==> config.mk <==
export PLATFORM = sky130hd
export DESIGN_NAME = data_mem_if
export DESIGN_NICKNAME = d
export VERILOG_FILES = /design/src/rtl/data_mem_if_pkg.sv /design/src/rtl/data_mem_if_timeout_counter.sv /design/src/rtl/data_mem_if.sv
export SDC_FILE = /design/constraint.sdc
export NUM_CORES = 1
export LEC_CHECK = 0
export ABC_AREA = 1
export CAP_MARGIN = 20
export CORE_MARGIN = 1
export CORE_UTILIZATION = 35
export CTS_BUF_LIST = sky130_fd_sc_hd__clkbuf_2 sky130_fd_sc_hd__clkbuf_4 sky130_fd_sc_hd__clkbuf_8
export DETAILED_ROUTE_END_ITERATION = 8
export PLACE_DENSITY = 0.7
export SYNTH_ARGS = -nofsm -noshare
export SYNTH_HDL_FRONTEND = slang
export SYNTH_SLANG_ARGS = --single-unit
==> constraint.sdc <==
create_clock -name clk -period 3.6 [get_ports clk]
set_input_delay 0.9 -clock clk [delete_from_list [all_inputs] [get_ports clk]]
set_output_delay 0.9 -clock clk [all_outputs]
set_load 0.005 [all_outputs]
==> src/rtl/data_mem_if_pkg.sv <==
// Shared definitions for the load/store bus interface: FSM state codes,
// fault cause codes and a small alignment helper.
package data_mem_if_pkg;

  // Legacy-compatible state encodings
  localparam logic [1:0] IDLE = 2'd0;
  localparam logic [1:0] BUSY = 2'd1;
  localparam logic [1:0] DONE = 2'd2;

  // Fault cause codes, reserved for cause logging
  typedef enum logic [1:0] {
    FAULT_NONE     = 2'd0,
    FAULT_MISALIGN = 2'd1,
    FAULT_TIMEOUT  = 2'd2
  } fault_e;

  // A word access is aligned when the two byte-offset bits are zero
  function automatic logic is_aligned(input logic [1:0] lsb);
    return (lsb == 2'b00);
  endfunction

endpackage

==> src/rtl/data_mem_if_timeout_counter.sv <==
// Saturating up-counter with synchronous clear and count enable.
// tc flags that the count currently equals TERMINAL.
module timeout_counter #(
  parameter int unsigned          CNT_W    = 8,
  parameter logic [CNT_W-1:0]     TERMINAL = '1
) (
  input  logic clk,
  input  logic rst_n,
  input  logic clr,
  input  logic en,
  output logic tc
);

  logic [CNT_W-1:0] count;

  // Count while enabled; clear has priority; stick at all-ones
  always_ff @(posedge clk or negedge rst_n) begin
    if (!rst_n) begin
      count <= '0;
    end else if (clr) begin
      count <= '0;
    end else if (en && (count != '1)) begin
      count <= count + CNT_W'(1);
    end
  end

  assign tc = (count == TERMINAL);

endmodule

==> src/rtl/data_mem_if.sv <==
// Load/store bus interface sitting after the single-cycle datapath.
// Turns MemRead/MemWrite into a req/ack bus transaction, stalls the core
// until it completes, and flags misaligned accesses and bus timeouts.
module data_mem_if
  import data_mem_if_pkg::*;
#(
  parameter int unsigned DATA_W  = 32,
  parameter int unsigned TIMEOUT = 255,
  parameter int unsigned CNT_W   = 8
) (
  input  logic              clk,
  input  logic              reset,
  input  logic              MemRead,
  input  logic              MemWrite,
  input  logic [DATA_W-1:0] ALUResult,
  input  logic [DATA_W-1:0] WriteData,
  output logic [DATA_W-1:0] ReadData,
  output logic              Stall,
  output logic              MemFault,
  output logic              bus_req,
  output logic              bus_we,
  output logic [DATA_W-1:0] bus_addr,
  output logic [DATA_W-1:0] bus_wdata,
  input  logic              bus_ack,
  input  logic [DATA_W-1:0] bus_rdata
);

  logic [1:0] state;
  logic       acc;
  logic       start;
  logic       misalign;
  logic       tmo_tc;

  // Request decode in IDLE: aligned accesses start a bus cycle, others fault
  always_comb begin
    acc      = MemRead | MemWrite;
    start    = (state == IDLE) && acc && is_aligned(ALUResult[1:0]);
    misalign = (state == IDLE) && acc && !is_aligned(ALUResult[1:0]);
  end

  // bus_req is decoded from state so an async reset drops it immediately
  assign bus_req = (state == BUSY);
  assign Stall   = start || (state == BUSY);

  timeout_counter #(
    .CNT_W    (CNT_W),
    .TERMINAL (CNT_W'(TIMEOUT - 1))
  ) u_tmo (
    .clk   (clk),
    .rst_n (reset),
    .clr   (start),
    .en    ((state == BUSY) && !bus_ack),
    .tc    (tmo_tc)
  );

  // Transaction FSM, bus latches, read data and fault pulse
  always_ff @(posedge clk or negedge reset) begin
    if (!reset) begin
      state     <= IDLE;
      bus_we    <= 1'b0;
      bus_addr  <= '0;
      bus_wdata <= '0;
      ReadData  <= '0;
      MemFault  <= 1'b0;
    end else begin
      MemFault <= 1'b0;
      case (state)
        IDLE: begin
          if (start) begin
            bus_addr  <= {ALUResult[DATA_W-1:2], 2'b00};
            bus_wdata <= WriteData;
            bus_we    <= MemWrite;
            state     <= BUSY;
          end else if (misalign) begin
            MemFault <= 1'b1;
            ReadData <= '0;
          end
        end
        BUSY: begin
          // ack is checked first so an ack on the timeout cycle succeeds
          if (bus_ack) begin
            ReadData <= bus_we ? '0 : bus_rdata;
            state    <= DONE;
          end else if (tmo_tc) begin
            ReadData <= '0;
            MemFault <= 1'b1;
            state    <= DONE;
          end
        end
        DONE:    state <= IDLE;
        default: state <= IDLE;
      endcase
    end
  end

endmodule
==> results of run 1 <==
-- worst max-delay path, delay by kind of cell --
kind | cells | cell delay [ps]
simple gates | 3 | 360
buf+inv | 3 | 980
-- cells by family after synthesis --
family,after synthesis,share of synthesized area (%)
other,1,0.0870
adders and majority gates,2,0.581
DFF,106,61.6
AOI/OAI and AO/OA,8,1.05
and+or+nand+nor,346,31.6
buffers and inverters,36,4.68
xor gates and xnor gates,2,0.407
-- synthesized netlist by cell type (3+ instances only) --
library cell	instances
nand3_1	6
o21ai_0	3
dfrtp_1	106
clkbuf_1	5
buf_4	8
buf_6	4
nor2_1	15
buf_2	5
nor2_2	3
nand2_1	310
nand2_2	8
inv_1	12
-- final cells by class --
class | instances | share of cell area (%)
tap | 147 | 2.79
timing repair buffer | 203 | 30.8
inverter | 14 | 0.797
multi-input combinational | 360 | 22.2
sequential | 106 | 40.2
clock inverter | 2 | 0.532
clock buffer | 14 | 2.64
-- stage by stage --
| stage | hold slack, ps | instance area [um^2] | util, % | power (mW) | std cells |
|---|---|---|---|---|---|
| after detailed placement | 458 | 6380 | 53.1 | 2.52 | 830 |
| final | 473 | 6590 | 54.9 | 3.24 | 846 |
| after global placement | 452 | 6380 | 53.1 | 2.50 | 830 |
| after floorplan | 465 | 4310 | - | 1.88 | 502 |
| after global routing | 506 | 6590 | 54.9 | 3.45 | 846 |
| after CTS | 481 | 6590 | 54.9 | 3.30 | 846 |
-- registers in the layout, summed over array words and instances, names as in the netlist --
name,count
bus_wdata,32
bus_addr,30
u_tmo.count,8
MemFault,1
bus_we,1
state,2
ReadData,32
-- path summary, 6_finish.rpt --
| check | slack (ps) | endpoint | startpoint | depth (start not counted) |
|---|---|---|---|---|
| max reg2reg | 1760 | bus_addr[28]$_DFFE_PN0P_ | state[0]$_DFFE_PN0P_ | 7 |
| min | 470 | ReadData[2]$_DFFE_PN0P_ | ReadData[2]$_DFFE_PN0P_ | 2 |
| max in group asynchronous | 2290 | bus_wdata[5]$_DFFE_PN0P_ | reset | 2 |
| max | 460 | Stall | MemWrite | 6 |
| min reg2reg | 470 | ReadData[2]$_DFFE_PN0P_ | ReadData[2]$_DFFE_PN0P_ | 2 |
| min in group asynchronous | 570 | ReadData[2]$_DFFE_PN0P_ | reset | 1 |
-- metal layers --
metal	wire length [um]	share of wire, %	track usage, %
met1	4700	43	21.8
met2	5080	46	29.3
met3	934	8.5	6.32
met4	244	2.2	7.98
met5	0	0	0
-- power by group through the flow --
stage          clock network (mW)  logic, mW  registers, mW
3_5_place_dp                    0      0.943           1.58
5_1_grt                     0.829       1.03           1.59
6_report                    0.754      0.931           1.56
2_1_floorplan                   0      0.297           1.58
3_3_place_gp                    0      0.927           1.57
4_1_cts                     0.790      0.949           1.56
==> reports/results.ini, run 1 <==
[run_status]
status = complete, no violations

[synthesis]
ys_warn_count = 0
ys_types = 23
synth_edf_count = 0
synthTopCellsByArea = dfrtp_1, nand2_1, buf_4, nor2_1, nand2_2
yosysTopAreaCell = dfrtp_1
seq_area_frac_synth_pct = 61.6
syn-cell-area_um2 = 4310
async_flop_share_pct = 100
synth_ff_type = dfrtp_1
synth.top_cell.area_share_pct = 61.6
avgSynthCellArea_um2 = 8.60
syn_inst = 501
synth-seq-cells = 106

[critical_path]
slowest_delay_ps = 450
crit_chain = clkdlybuf4s50_1 > nor2_1 > inv_1 > nand3_2 > nand2_1 > clkdlybuf4s50_1
cpMaxStageDelayCell = clkdlybuf4s50_1
cp.arrival_ps = 2240
critPathMaxFanout = 2
crit_required_ps = 2700
worstSetupEndpointType = primary output
worstSetupPathType = primary input to primary output
cp_common_cell = clkdlybuf4s50_1
cp-start-kind = primary input

[power]
vdd.ir_drop.worst_mv = 0.287
combPwrFrac_pct = 28.7
p_int_mw = 2.36
seq_power_share_pct = 48.1
power_density_nw_per_um2 = 492
clkPwrFrac_pct = 23.2
p_sw_uw = 881
p_leak_nw = 3.27
p_sw_share_pct = 27.2

[global_route]
grt_pass1_vias = 3804
grt_pass1_wl_um = 18100
grt_max_degree = 71
grt-ovfl-total = 0
grt_usage_pct = 18.1
antenna_found_initial = 0

[place]
dpl_worst_slack_ps = 420
place_hpwl_um = 7920
place.gp.congestion = 0.801
port_buffers = 198

[clock_network]
cts_made_buffers = 9
postCtsSetupRepairBufs = 0
tritoncts = yes
clk_path_buf_depth = 2
cts_hold_buf = 0
cts_htree_levels = 3
cts_root_buffer = clkbuf_8
path_clk_slew_ps = 90
ctsResizeCount = 0
clock_latency_ps = 360
cts.sinks = 106

[sta]
skew_ps = 12.2
finalHoldViolCount = 0
fin_setup_tns_ps = 0
finalSetupViolCount = 0
post-route-period-util_pct = 87.2
max_freq_mhz = 318
tightest_slew_ps = 741
grt_setup_unrepaired = false
finalWorstSetupSlack_ps = 459
finalMaxSlewViolations = 0
slew_headroom_pct = 50.6
finalCriticalPeriod_ps = 3140

[worst_hold_path]
worstHoldPathType = flip-flop to flip-flop

[die]
initial_utilization_pct = 35.9
io_pins = 201
die_h_um = 113
die_area_um2 = 12800
fp.coreArea_um2 = 12000
rows = 40
die_w_um = 113

[flow_run]
maxCapViolations = 0

[route]
dr_total_vias = 3791
postRouteAntennaNets = 0
firstDrtPassIters = 4
wl_um = 11000
vias_per_cell = 4.48
drc = 0
dr.first_iter.drc_count = 134
wl_per_cell_um = 13.0

[final_layout]
mostFrequentLayoutCells = nand2_1, clkdlybuf4s50_1, dfrtp_1
multi_input_area_um2 = 1460
area_delta_synth_final_pct = 53.0
nets = 797
final_common_cell = nand2_1
fillers = 1129
diodes = 0
ff_latch_area_um2 = 2650
drive_gt1_share_pct = 5.44

No activity file was read; power rests on OpenSTA's default activity.
==> inputs of run 2 (changes only) <==
- PLACE_DENSITY: 0.7 -> 0.73
- clock period: 3.6 -> 2.6 ns (I/O delays scaled with it)
==> reports/results.ini, run 2 (same netlist as run 1, synthesis figures left out) <==
[run_status]
status = complete, no violations

[place]
dpl_worst_slack_ps = -33.4  ; -453 ps
place_hpwl_um = 8130  ; +2.8%
port_buffers = 198  ; unchanged
place.gp.congestion = 0.785  ; -1.9%
place_inst = 835  ; +0.60%

[route]
wl_per_cell_um = 13.2  ; +1.8%
vias_per_cell = 4.47  ; -0.17%
firstDrtPassIters = 5  ; +1
dr_total_vias = 3807  ; +0.42%
drc = 0  ; unchanged
dr.first_iter.drc_count = 163  ; +22%
wl_um = 11200  ; +2.4%
postRouteAntennaNets = 0  ; unchanged

[final_layout]
diodes = 0  ; unchanged
multi_input_area_um2 = 1470  ; +0.34%
fillers = 1089  ; -3.5%
area_delta_synth_final_pct = 53.5
fin_util_pct = 55.0  ; +0.17 points
ff_latch_area_um2 = 2650  ; unchanged
layoutNonFillerInstCount = 851  ; +0.59%
mostFrequentLayoutCells = nand2_1, clkdlybuf4s50_1, dfrtp_1
nets = 802  ; +0.63%
top_regs = ReadData (32), bus_wdata (32), bus_addr (30)
drive_gt1_share_pct = 6.39  ; +0.96 points
final_common_cell = nand2_1

[critical_path]
cp.arrival_ps = 1710  ; -530 ps
worstSetupPathType = primary input to primary output
worstSetupEndpointType = primary output
startpoint = MemWrite
crit_required_ps = 1950  ; -750 ps
reg2reg_depth = 9  ; +2
critPathMaxFanout = 2  ; unchanged
r2r-start = u_tmo.count[0]$_DFFE_PN0P_
cp-start-kind = primary input

[clock_network]
postCtsSetupRepairBufs = 0  ; unchanged
cts.sinks = 106  ; unchanged
clk_path_buf_depth = 2  ; unchanged
cts_htree_levels = 3  ; unchanged
cts_made_buffers = 9  ; unchanged
path_clk_slew_ps = 90  ; about the same
clock_latency_ps = 370  ; about the same
cts_root_buffer = clkbuf_8
tritoncts = yes

[sta]
post-route-period-util_pct = 90.9
whs_ps = 191  ; -283 ps
max_freq_mhz = 423
skew_ps = 6.46  ; -5.72 ps
finalCriticalPeriod_ps = 2360
grt_setup_unrepaired = false
finalWorstSetupSlack_ps = 236  ; -223 ps
finalSetupViolCount = 0  ; unchanged
finalHoldViolCount = 0  ; unchanged
finalMaxSlewViolations = 0  ; unchanged

[global_route]
grt_pass1_wl_um = 18900  ; +4.5%
grt_max_degree = 46  ; -35%
antenna_found_initial = 0  ; unchanged
grt_usage_pct = 18.7  ; +0.60 points
grt_pass1_vias = 3895  ; +2.4%
grt-ovfl-total = 0  ; unchanged

[die]
rows = 40  ; unchanged
io_pins = 201  ; unchanged
die_area_um2 = 12800  ; unchanged
die_w_um = 113  ; unchanged
initial_utilization_pct = 35.9  ; unchanged
fp.coreArea_um2 = 12000  ; unchanged
die_h_um = 113  ; unchanged

[power]
vdd.ir_drop.worst_mv = 0.321  ; +12%
power_density_nw_per_um2 = 667  ; +36%
total_power_mw = 4.41  ; +36%
p_leak_nw = 3.28  ; +0.52%

[flow_run]
maxCapViolations = 0  ; unchanged

[worst_hold_path]
worstHoldPathType = primary input to async pin

run 2: changes by cell type in the layout (fill, tap and decap cells not counted):
| cell | previous run | this run |
|---|---|---|
| buf_4 | 5 | 9 |
| clkdlybuf4s50_1 | 197 | 196 |
| bufinv_16 | 1 | 0 |
| nor2_1 | 15 | 13 |
| clkinv_2 | 1 | 3 |
| buf_12 | 1 | 2 |
| clkbuf_8 | 11 | 10 |
| nor2_2 | 3 | 5 |
| dlygate4sd2_1 | 0 | 1 |
run 2: repair_timing:
item	CTS	global route
gates resized for setup	3	0
hold buffers	0	0
endpoints found under the setup margin	1	0
run 2: final timing paths:
path / end / slack (ps)
max: Stall / 240
min: MemFault$_DFF_PN0_ / 190
max reg2reg: ReadData[17]$_DFFE_PN0P_ / 920
min reg2reg: ReadData[13]$_DFFE_PN0P_ / 480
max in group asynchronous: u_tmo.count[6]$_DFFE_PN0P_ / 1620
min in group clk: ReadData[13]$_DFFE_PN0P_ / 480
run 2: layer usage:
| metal | vias to the layer above | share of wire, % | GRT usage (%) |
|---|---|---|---|
| met5 | - | 0 | 0 |
| met4 | 0 | 1.6 | 7.72 |
| met3 | 12 | 8.0 | 5.36 |
| met2 | 144 | 47 | 30.2 |
| met1 | 1756 | 43 | 23.6 |
| li1 | 1895 | - | - |
run 2: power by group:
part	total (mW)	switching (mW)	internal (mW)
Combinational	1.30	0.513	0.788
Sequential	2.16	0.205	1.96
Clock	0.946	0.542	0.404
run 2: through the flow:
stage,area (um^2),setup TNS [ps]
detailed placement,6430,-33.4
CTS,6610,0
global route,6610,0
finish,6610,0
floorplan,4310,0
global placement,6430,-11.6
run 2: layout make-up:
type	count	area share, %
Tap cell	147	2.78
Clock buffer	13	2.42
Multi-Input combinational cell	360	22.2
Inverter	14	0.795
Timing Repair Buffer	208	31.4
Clock inverter	3	0.227
Sequential cell	106	40.1
run 2: critical path, stage by stage:
cell and delay [ps]:
clkdlybuf4s50_1 430, nor2_2 150, inv_1 80, nand3_2 70, nand2_1 50, dlygate4sd2_1 280
